==> src/rtl/commit_trace_buffer.sv <==
// commit_trace_buffer: first-word-fall-through FIFO of retired-instruction records with sequence
// stamping and overflow accounting.
// Ports:
//   clk_i, rstn_i                 clock, asynchronous active-low reset
//   commit_valid_i                one instruction retires this cycle
//   pc_i, instr_i                 PC and encoding of the retiring instruction
//   reg_addr_i, reg_data_i        destination register and written value (rd 0 = no write)
//   clear_i                       synchronous flush of FIFO, sequence and drop statistics
//   trace_valid_o, trace_ready_i  head-entry handshake
//   trace_pc_o, trace_instr_o,
//   trace_rd_addr_o,
//   trace_rd_data_o, trace_seq_o  head-entry fields, shown combinationally from storage
//   count_o                       current occupancy
//   overflow_o, drop_cnt_o        sticky drop flag and saturating drop count
module commit_trace_buffer #(
    parameter int XLEN  = 32,
    parameter int DEPTH = 16
) (
    input  logic                       clk_i,
    input  logic                       rstn_i,
    input  logic                       commit_valid_i,
    input  logic [XLEN-1:0]            pc_i,
    input  logic [XLEN-1:0]            instr_i,
    input  logic [4:0]                 reg_addr_i,
    input  logic [XLEN-1:0]            reg_data_i,
    input  logic                       clear_i,
    output logic                       trace_valid_o,
    input  logic                       trace_ready_i,
    output logic [XLEN-1:0]            trace_pc_o,
    output logic [XLEN-1:0]            trace_instr_o,
    output logic [XLEN-1:0]            trace_rd_data_o,
    output logic [4:0]                 trace_rd_addr_o,
    output logic [15:0]                trace_seq_o,
    output logic [$clog2(DEPTH):0]     count_o,
    output logic                       overflow_o,
    output logic [15:0]                drop_cnt_o
);
    localparam int addrW = $clog2(DEPTH);
    localparam logic [addrW:0] fullCount = (addrW+1)'(DEPTH);

    logic [XLEN-1:0]  pcMem     [DEPTH];
    logic [XLEN-1:0]  instrMem  [DEPTH];
    logic [XLEN-1:0]  rdDataMem [DEPTH];
    logic [4:0]       rdAddrMem [DEPTH];
    logic [15:0]      seqMem    [DEPTH];
    logic [addrW-1:0] wrPtr;
    logic [addrW-1:0] rdPtr;
    logic [15:0]      seqCnt;
    logic             full;
    logic             pop;
    logic             push;
    logic             drop;

    assign full          = count_o == fullCount;
    assign trace_valid_o = count_o != '0;
    assign pop           = trace_valid_o && trace_ready_i;
    // A pop frees the slot the same cycle, so a full FIFO can still accept a commit.
    assign push          = commit_valid_i && (!full || pop);
    assign drop          = commit_valid_i && full && !pop;

    assign trace_pc_o      = pcMem[rdPtr];
    assign trace_instr_o   = instrMem[rdPtr];
    assign trace_rd_data_o = rdDataMem[rdPtr];
    assign trace_rd_addr_o = rdAddrMem[rdPtr];
    assign trace_seq_o     = seqMem[rdPtr];

    always_ff @(posedge clk_i or negedge rstn_i) begin
        if (!rstn_i) begin
            count_o    <= '0;
            wrPtr      <= '0;
            rdPtr      <= '0;
            seqCnt     <= '0;
            overflow_o <= 1'b0;
            drop_cnt_o <= '0;
        end else if (clear_i) begin
            count_o    <= '0;
            wrPtr      <= '0;
            rdPtr      <= '0;
            seqCnt     <= '0;
            overflow_o <= 1'b0;
            drop_cnt_o <= '0;
        end else begin
            count_o <= (push && !pop) ? count_o + (addrW+1)'(1) :
                       (pop && !push) ? count_o - (addrW+1)'(1) : count_o;
            if (push)
                wrPtr <= wrPtr + addrW'(1);
            if (pop)
                rdPtr <= rdPtr + addrW'(1);
            // Dropped commits still consume a sequence number so gaps are visible downstream.
            if (commit_valid_i)
                seqCnt <= seqCnt + 16'd1;
            if (drop) begin
                overflow_o <= 1'b1;
                drop_cnt_o <= (drop_cnt_o == 16'hFFFF) ? drop_cnt_o : drop_cnt_o + 16'd1;
            end
        end
    end

    // Storage carries no reset; validity is tracked solely by count_o.
    always_ff @(posedge clk_i) begin
        if (push && !clear_i) begin
            pcMem[wrPtr]     <= pc_i;
            instrMem[wrPtr]  <= instr_i;
            rdAddrMem[wrPtr] <= reg_addr_i;
            rdDataMem[wrPtr] <= (reg_addr_i == 5'd0) ? '0 : reg_data_i;
            seqMem[wrPtr]    <= seqCnt;
        end
    end
endmodule
==> config.mk <==
export PLATFORM = sky130hd
export DESIGN_NAME = commit_trace_buffer
export DESIGN_NICKNAME = d
export VERILOG_FILES = /design/src/rtl/commit_trace_buffer.sv
export SDC_FILE = /design/constraint.sdc
export NUM_CORES = 1
export LEC_CHECK = 0
export CAP_MARGIN = 20
export CORE_UTILIZATION = 55
export DETAILED_ROUTE_END_ITERATION = 10
export PLACE_DENSITY_LB_ADDON = 0.1
export SKIP_LAST_GASP = 1
export SYNTH_ARGS = -nofsm -noshare
export SYNTH_HDL_FRONTEND = slang
export SYNTH_SLANG_ARGS = --single-unit
==> constraint.sdc <==
create_clock -name clk_i -period 12.1 [get_ports clk_i]
set_clock_uncertainty 0.05 [all_clocks]
set_input_delay 1.21 -clock clk_i [delete_from_list [all_inputs] [get_ports clk_i]]
set_output_delay 1.21 -clock clk_i [all_outputs]
set_load 0.02 [all_outputs]
=== Word level (Yosys, flattened, before mapping) ===
Memory sizes are Yosys's and may differ from the RTL's.
Index checks and enable logic that the tools add are counted.
Widths: inputs -> output; s select.

* Output and inout port bits: 140
* Logic and storage cells: 57
* Flip-flop bits (word level): 46
* Memories: 5
* Bits of input ports: 106
* Bits in writable memories: 1872

* Add/sub/neg operators: 6
* Multiplexer cells: 17
* Reduce and logical (&&, ||, !) cells: 20
* Eq/ne operators: 3

{| class="wikitable"
|+ Memory list
! name !! depth !! width !! rd ports !! clocked after Yosys merged registers in !! wr ports !! line !! text
|-
| instrMem || 16 || 32 || 1 || 0 || 1 || 42 || <nowiki>logic [XLEN-1:0] instrMem [DEPTH];</nowiki>
|-
| pcMem || 16 || 32 || 1 || 0 || 1 || 41 || <nowiki>logic [XLEN-1:0] pcMem [DEPTH];</nowiki>
|-
| rdDataMem || 16 || 32 || 1 || 0 || 1 || 43 || <nowiki>logic [XLEN-1:0] rdDataMem [DEPTH];</nowiki>
|-
| seqMem || 16 || 16 || 1 || 0 || 1 || 45 || <nowiki>logic [15:0] seqMem [DEPTH];</nowiki>
|-
| rdAddrMem || 16 || 5 || 1 || 0 || 1 || 44 || <nowiki>logic [4:0] rdAddrMem [DEPTH];</nowiki>
|}

{| class="wikitable"
|+ Operator list
! kind !! number
|-
| $mux 16 || 5
|-
| $add 16x1->16 const B || 2
|-
| $mux 32 || 1
|-
| $eq 16x16->1 const B || 1
|-
| $mux 4 || 4
|-
| $mux 5 || 3
|-
| $add 4x1->4 const B || 2
|-
| $reduce_bool 2->1 || 4
|-
| $logic_and 1x1->1 || 7
|-
| $add 5x1->5 const B || 1
|-
| $eq 5x5->1 const B || 1
|-
| $logic_not 5->1 || 1
|-
| $reduce_bool 5->1 || 1
|-
| $sub 5x1->5 const B || 1
|-
| $logic_not 1->1 || 4
|-
| $mux 1 || 4
|-
| $reduce_bool 3->1 || 1
|-
| $ne 2x2->1 const B || 1
|-
| $reduce_and 2->1 || 1
|-
| $logic_or 1x1->1 || 1
|}

=== Longest topological paths before layout ===
Gate-level depths: netlist of the first run.

* Depth after elaboration: 9
* Mapped depth: 10
* Mapped depth without buffers: 8

=== Worst setup path after synthesis of the first run ===
No wires, ideal clock.

* Path type: input port to flip-flop
* Start point: in commit_valid_i
* End point: mem instrMem[3][0], enable pin
* Setup time: 0.880 ns
* Path buffers: 3
* Stages: 6
* Arrival time: 13.324 ns
* Required time: 11.170 ns
* Slack: -2.153 ns
* Path through: buf_2 clkbuf_1 o31a_1 clkbuf_1 nand2_1 nor4_1

* Longest elaborated chain between the ends: 4

{| class="wikitable"
|+ RTL lines
! what !! line !! text
|-
| from (decl) || 21 || <nowiki>input logic commit_valid_i,</nowiki>
|-
| $logic_and 1x1->1 || 58 || <nowiki>assign push = commit_valid_i && (!full || pop);</nowiki>
|-
| $logic_and 1x1->1 || 101 || <nowiki>if (push && !clear_i) begin</nowiki>
|-
| $mux 1 || 101 ||
|-
| $mux 1 (not written as such) || 103 || <nowiki>instrMem[wrPtr] <= instr_i;</nowiki>
|-
| to (decl) || 42 ||
|}

No other way between the ends.

=== Final worst setup path of the first run ===
* Start point: reg rdPtr[0]
* End point: out trace_instr_o[3]

* Longest elaborated chain between the ends: 1

{| class="wikitable"
|+ RTL lines
! what !! line !! text
|-
| from (decl) || 47 || <nowiki>logic [addrW-1:0] rdPtr;</nowiki>
|-
| from (signal assigned) || 88 || <nowiki>rdPtr <= rdPtr + addrW'(1);</nowiki>
|-
| $mem_v2 16x32 || - ||
|-
| to (decl) || 30 || <nowiki>output logic [XLEN-1:0] trace_instr_o,</nowiki>
|}

No other way between the ends.

==> out/metrics.csv, run 1 <==
stage,metric,value,unit
logic_synthesis,Mapped Nets,3055,
power_and_ir_drop,P per Cell Area,188,nW/um^2
power_and_ir_drop,combinational group share of total power,0.172,
timing,Final Cycle Share,0.539,
logic_synthesis,Synth top area share,0.770,
worst_setup_path,crit path DAT,5.27,ns
timing,setup slack after layout,5.57,ns
layout,fin cells,5203,
clock_network,total CTS buffers,188,
clock_network,maximum level of the CTS H-tree,4,
worst_setup_path,Register-to-Register Setup Slack,7.72,ns
logic_synthesis,Post-synth EDFFs,1872,
placed_design,# placed instances,4850,
power_and_ir_drop,Internal Dissipation,11.9,mW
worst_setup_path,CP Data Required Time,10.84,ns
timing,setup TNS,0,ns
timing,unrepaired setup endpoints after global routing,false,
run,Max-Cap Viols,0,
logic_synthesis,synthesized cell area,73000,sq um
die,Die W,366,um
global_route,largest net degree at the start of global routing,118,
worst_setup_path,Setup CP Type,reg2out,
global_route,grt total ovfl,0,
die,IO Pins,246,
logic_synthesis,yosys warns,0,
placed_design,GPL Wtd Cong,0.748,
clock_network,post-CTS sizing,0,
placed_design,Place WS,6.08,ns
global_route,GRT Overall Usage,0.242,
placed_design,hpwl dp,76400,um
logic_synthesis,Mean Syn Cell Area,24.9,sq um
die,starting density of the core,0.555,
logic_synthesis,"area leader, netlist",edfxtp_1,
clock_network,clock sink total,1918,
timing,Slew HR,0.269,
die,DIE AREA,134000,sq um
worst_setup_path,Worst setup SP type,register,
global_route,vias in the first global route,34579,
worst_setup_path,RR Endpoint,pcMem[1][11]$_DFFE_PP_,
run_status,outcome,"complete, no violations",
power_and_ir_drop,worst ir drop on vdd,0.000205,V
detailed_routing,drt initial violations,3042,
layout,P&R area growth vs syn,14.6,%
timing,WHS,0.438,ns
layout,fin util,0.636,
power_and_ir_drop,Sequential Power Share,0.474,
global_route,antenna violations before repair,15,
logic_synthesis,cell with the most instances after synthesis,edfxtp_1,
layout,share of layout cells above drive strength 1,0.273,
logic_synthesis,asr flop ratio synth,0.0240,
clock_network,CTS root buffer,clkbuf_16,
logic_synthesis,Synth cell types,51,
power_and_ir_drop,leakage power,25.5,nW
die,Core Area,132000,sq um
timing,final hold vios,0,
power_and_ir_drop,Net Sw Power,3.79,mW
timing,FMAX,0.153,GHz
power_and_ir_drop,sw frac,0.241,
timing,slew of the pin with the lowest slew margin,1.09,ns
detailed_routing,WL final,159000,um
die,Die H,366,um
timing,setup violators final,0,
detailed_routing,Initial DRT Pass Iterations,5,
power_and_ir_drop,Clock power frac,0.354,
detailed_routing,Routed WL per cell,30.6,um
worst_setup_path,cells on worst reg2reg path,6,
min_path,min-delay worst type,in2async,
detailed_routing,via-per-instance ratio,6.29,
placed_design,Port Buffer Count,245,
logic_synthesis,Post-Synthesis Cells,2937,
logic_synthesis,sequential-to-total area share from yosys stat,0.785,
clock_network,CTS tree,yes,
logic_synthesis,most common library cells after synthesis,"1,872 x edfxtp_1, 585 x mux4_2, 73 x clkbuf_1, 46 x dfrtp_1, 45 x nor2_1",
layout,layout net count,3407,
logic_synthesis,synthesized flop and latch total,1918,
clock_network,clock slew at reported path FFs,0.06,ns
detailed_routing,DR DRC count,0,
timing,Max Slew Vio Count,0,
global_route,first-pass GRT wire length,234000,um
clock_network,clk_lat worst skew,0.82,ns
logic_synthesis,top post-synthesis cells by area,"edfxtp_1 77%, mux4_2 18%, dfrtp_1 1.6%",
worst_setup_path,FF-to-FF Start,count_o[0]$_DFFE_PN0P_,
logic_synthesis,Post-synth top flop,edfxtp_1,
clock_network,Hold Buf Count CTS,0,
detailed_routing,Vias,32713,
detailed_routing,Routed Antenna Nets,0,
worst_setup_path,Setup crit end kind,primary output,
worst_setup_path,worst-path fanout max,50,
clock_network,Longest Clk Path Bufs,3,
die,row count,133,
clock_network,setup bufs post-CTS,0,
timing,minimum clock period,6.53,ns
cells by family after synthesis:
logic type / Yosys count / synth area share
AO/OA/AOI/OAI: 51 / 0.00444
XOR/XNOR: 16 / 0.00192
adder cells (fa/ha/maj): 12 / 0.00216
buffers and inverters: 157 / 0.00969
flip-flops: 1918 / 0.785
multiplexers: 599 / 0.182
AND/OR/NAND/NOR: 184 / 0.0140
final cells by class:
type	instances	area (sq um)
Clock buffer	237	4930
Inverter	10	37.5
Timing Repair Buffer	309	3130
Tap cell	1755	2200
Multi-Input combinational cell	862	15100
Clock inverter	108	887
Fill cell	8630	47900
Sequential cell	1918	57400
Antenna cell	4	10.0
power by group through the flow:
stage                     logic [mW]  clock network (mW)  registers [mW]
after floorplan                 1.94                   0            7.55
after global placement          2.68                   0            7.58
after detailed placement        2.72                   0            7.59
after CTS                       2.73                5.66            7.45
after global routing            2.87                5.90            7.46
final                           2.70                5.56            7.45
cell usage in the layout (no fill, tap or decap), drive strengths merged, types with 3 or more instances in the layout:
master,n
a21oi,22
a31o,3
and3,5
buf,66
bufinv,11
clkbuf,237
clkdlybuf4s50,243
clkinv,81
clkinvlp,5
dfrtp,46
diode,4
edfxtp,1872
ha,11
inv,21
mux2,10
mux2i,4
mux4,585
nand2,22
nand2b,8
nand3,15
nand4,12
nor2,45
nor2b,40
nor3,6
nor4,8
o21ai,8
o31ai,6
or3,6
or4,10
xnor2,10
xor2,6
critical path, cell delays in order (launching register included):
cell and delay (ns):
dfrtp_4 0.91, buf_4 0.83, buf_4 0.90, mux4_2 0.61, mux4_2 0.53, clkdlybuf4s50_1 0.56
state kept, by name, indices dropped and copies added, names as in the netlist:
name and flops:
overflow_o 1, drop_cnt_o 16, rdDataMem 512, instrMem 512
wrPtr 4, seqMem 256, count_o 5, pcMem 512
rdAddrMem 80, seqCnt 16, rdPtr 4
through the flow:
step                power, mW  area (sq um)
floorplan                9.49         73100
global placement         10.3         77700
detailed placement       10.3         77700
CTS                      15.8         83600
global route             16.2         83700
finish                   15.7         83700
routing by layer:
layer  wire, um  share of wire  GRT usage  vias up
li1           -              -          -    13476
met2      79500           0.50      0.387     1130
met5         82        0.00052          0        -
met4       2770          0.017     0.0610       14
met1      65800           0.41      0.347    17883
met3      10800          0.068     0.0502      210
worst max path at each step:
stage | startpoint | to | slack, ns | cells after the start
after floorplan | commit_valid_i | instrMem[7][0]$_DFFE_PP_ | 1.01 | 6
after global routing | rdPtr[0]$_DFFE_PN0P_ | trace_instr_o[3] | 5.23 | 5
after detailed placement | rdPtr[0]$_DFFE_PN0P_ | trace_pc_o[9] | 6.08 | 5
after CTS | rdPtr[0]$_DFFE_PN0P_ | trace_pc_o[9] | 5.18 | 5
final | rdPtr[0]$_DFFE_PN0P_ | trace_instr_o[3] | 5.57 | 5
after global placement | rdPtr[0]$_DFFE_PN0P_ | trace_pc_o[9] | 6.16 | 5
No activity file was read; power rests on OpenSTA's default activity.
==> inputs of run 2 (changes only) <==
- CORE_UTILIZATION: 55 -> 59
- clock period: 12.1 -> 6.3 ns (I/O delays scaled with it)
==> run 2 against run 1 <==
Net effect:
- core utilization rose by 5.2 points
- routed wire length is 0.90% lower
- critical path depth fell by 1
- combinational power grew 94%
- via count is 0.94% higher
- sequential power grew 92%
- register-to-register slack got worse by 5.1 ns
- largest cell class unchanged
- setup slack worse by 4.1 ns
- worst hold slack got worse by 0.22 ns
- sequential share of layout area decreased by 0.40 points
- first-iteration DRC count up 15%
==> out/metrics.csv, run 2 (same netlist as run 1, synthesis figures left out) <==
stage,metric,value,unit,change
run_status,outcome,"complete, no violations",,unchanged
global_route,grt total ovfl,0,,unchanged
die,starting density of the core,0.597,,was 0.555
worst_setup_path,crit path DAT,4.19,ns,was 5.27 ns
layout,"Design Area, Final",84200,sq um,"was 83,700 sq um"
timing,unrepaired setup endpoints after global routing,false,,unchanged
min_path,min-delay worst type,in2async,,unchanged
timing,final hold vios,0,,unchanged
die,DIE AREA,125000,sq um,"was 134,000 sq um"
placed_design,Port Buffer Count,245,,unchanged
worst_setup_path,CP max stage cell,dfrtp_4,,unchanged
timing,FMAX,0.205,GHz,
detailed_routing,drt initial violations,3497,,"was 3,042"
worst_setup_path,cell breakdown of the critical path,"buf_4, mux4_2, mux4_2, clkdlybuf4s50_1",,"was buf_4, buf_4, mux4_2, mux4_2, clkdlybuf4s50_1"
global_route,GR Util met1,0.371,,was 0.347
power_and_ir_drop,Sequential Power Share,0.470,,was 0.474
die,Core Area,122000,sq um,"was 132,000 sq um"
worst_setup_path,cell family with most CP delay,buffers and inverters,,unchanged
clock_network,Longest Clk Path Bufs,3,,unchanged
detailed_routing,Vias,33019,,"was 32,713"
run,Max-Cap Viols,0,,unchanged
clock_network,maximum level of the CTS H-tree,4,,unchanged
global_route,largest net degree at the start of global routing,93,,was 118
layout,layout net count,3422,,"was 3,407"
placed_design,GPL Wtd Cong,0.751,,was 0.748
worst_setup_path,Setup crit end kind,primary output,,unchanged
power_and_ir_drop,total power,30.4,mW,was 15.7 mW
detailed_routing,Initial DRT Pass Iterations,5,,unchanged
clock_network,clock sink total,1918,,unchanged
clock_network,CTS root buffer,clkbuf_16,,unchanged
layout,"commonest cells after routing, fill and taps aside","1,872 x edfxtp_1, 585 x mux4_2, 243 x clkdlybuf4s50_1",,unchanged
global_route,met2 Track Usage GR,0.413,,was 0.387
detailed_routing,Routed WL per cell,31.0,um,was 30.6 um
clock_network,clock slew at reported path FFs,0.06,ns,about the same
timing,Final Cycle Share,0.773,,
clock_network,clk_lat worst skew,0.80,ns,was 0.82 ns
power_and_ir_drop,Internal Dissipation,23.2,mW,was 11.9 mW
worst_setup_path,Setup CP Type,reg2out,,unchanged
timing,minimum clock period,4.87,ns,
die,IO Pins,246,,unchanged
die,Die W,354,um,was 366 um
worst_setup_path,Crit path top cell by count,mux4_2,,
power_and_ir_drop,leakage power,25.8,nW,was 25.5 nW
global_route,GRT Overall Usage,0.258,,was 0.242
placed_design,Post-DP Area,78100,sq um,"was 77,700 sq um"
detailed_routing,DR DRC count,0,,unchanged
die,row count,128,,was 133
layout,share of layout cells above drive strength 1,0.277,,was 0.273
layout,fin util,0.688,,was 0.636
power_and_ir_drop,P per Cell Area,361,nW/um^2,was 188 nW/um^2
global_route,met3 usage,0.0494,,was 0.0502
worst_setup_path,Crit path largest cell delay,0.97,ns,was 0.91 ns
layout,largest registers,"instrMem: 512 flops, pcMem: 512 flops, rdDataMem: 512 flops",,unchanged
worst_setup_path,Worst setup SP type,register,,unchanged
clock_network,CTS tree,yes,,unchanged
detailed_routing,via-per-instance ratio,6.49,,was 6.29
global_route,first-pass GRT wire length,231000,um,"was 234,000 um"
global_route,busiest grt layer,met2,,unchanged
timing,setup violators final,0,,unchanged
die,Die H,354,um,was 366 um
timing,Max Slew Vio Count,0,,unchanged
power_and_ir_drop,worst ir drop on vdd,0.000275,V,was 0.000205 V
worst_setup_path,Worst Path Buf+Inv,2,,was 3
timing,slew of the pin with the lowest slew margin,1.05,ns,was 1.09 ns
detailed_routing,Routed Antenna Nets,0,,unchanged
power_and_ir_drop,Net Sw Power,7.19,mW,was 3.79 mW
worst_setup_path,worst-path fanout max,34,,was 50
clock_network,total CTS buffers,187,,was 188
layout,"commonest non-fill, non-tap cell in the layout",edfxtp_1,,unchanged
power_and_ir_drop,Clock power frac,0.358,,was 0.354
global_route,antenna violations before repair,10,,was 15
layout,P&R area growth vs syn,15.2,%,was 14.6%
timing,Slew HR,0.299,,was 0.269
placed_design,hpwl dp,78700,um,"was 76,400 um"
power_and_ir_drop,combinational group share of total power,0.172,,about the same
worst_setup_path,CP Data Required Time,5.62,ns,was 10.84 ns
global_route,vias in the first global route,34673,,"was 34,579"
detailed_routing,WL final,158000,um,"was 159,000 um"
power_and_ir_drop,sw frac,0.236,,was 0.241
## run 2: cell types whose count changed in the layout (fill, tap and decap cells not counted), moves of 3 or more
cell / previous run / this run
inv_6: 7 / 0
buf_12: 10 / 40
clkbuf_1: 47 / 50
clkbuf_8: 0 / 5
clkinv_1: 45 / 38
buf_4: 50 / 37
clkinv_2: 32 / 29
bufinv_16: 11 / 15
clkbuf_16: 190 / 196
buf_16: 4 / 1
## run 2: path summary, 6_finish.rpt
check                                       start  depth (start not counted)                          to  slack, ns
hold / removal                             rstn_i                          2  drop_cnt_o[13]$_DFFE_PN0P_       0.22
max in group asynchronous                  rstn_i                          3        rdPtr[0]$_DFFE_PN0P_       5.45
hold reg to reg            overflow_o$_DFFE_PN0P_                          2      overflow_o$_DFFE_PN0P_       0.46
setup / recovery             rdPtr[0]$_DFFE_PN0P_                          4          trace_rd_data_o[7]       1.43
setup reg to reg           count_o[0]$_DFFE_PN0P_                          5  instrMem[10][11]$_DFFE_PP_       2.65
min in group clk_i                        clear_i                          2      seqCnt[12]$_DFFE_PN0P_       0.23
## run 2: metal layers
metal,wire length (um),part of all wire
met2,78700,0.50
met1,64100,0.41
met4,2800,0.018
met5,66,0.00042
met3,11900,0.075
## run 2: power groups by stage
stage | logic [mW] | registers (mW) | clock network, mW
after floorplan | 3.73 | 14.5 | 0
after global placement | 5.22 | 14.6 | 0
after detailed placement | 5.29 | 14.6 | 0
after CTS | 5.32 | 14.3 | 11.1
after global routing | 5.55 | 14.3 | 11.5
final | 5.23 | 14.3 | 10.9
## run 2: final cells by class
class,count,area [sq um]
sequential,1918,57400
fill,7338,38200
multi-input combinational,862,15100
clock buffer,250,5150
timing repair buffer,325,3570
tap,1625,2030
clock inverter,94,868
inverter,10,37.5
antenna,5,12.5
## run 2: metrics by stage
| step | instances | worst slack, ns | setup TNS, ns | hold WS [ns] |
|---|---|---|---|---|
| after global placement | 4735 | 1.91 | 0 | 0.438 |
| final | 5089 | 1.43 | 0 | 0.218 |
| after detailed placement | 4736 | 2.12 | 0 | 0.451 |
| after global routing | 5088 | 1.20 | 0 | 0.200 |
| after CTS | 5081 | 1.26 | 0 | 0.166 |
| after floorplan | 2937 | -1.01 | -1543.84 | 0.284 |
## run 2: repair_timing
item	CTS	global route
hold buffers	1	0
hold endpoints to repair	42	0
gates resized for setup	0	0
setup buffers	0	0
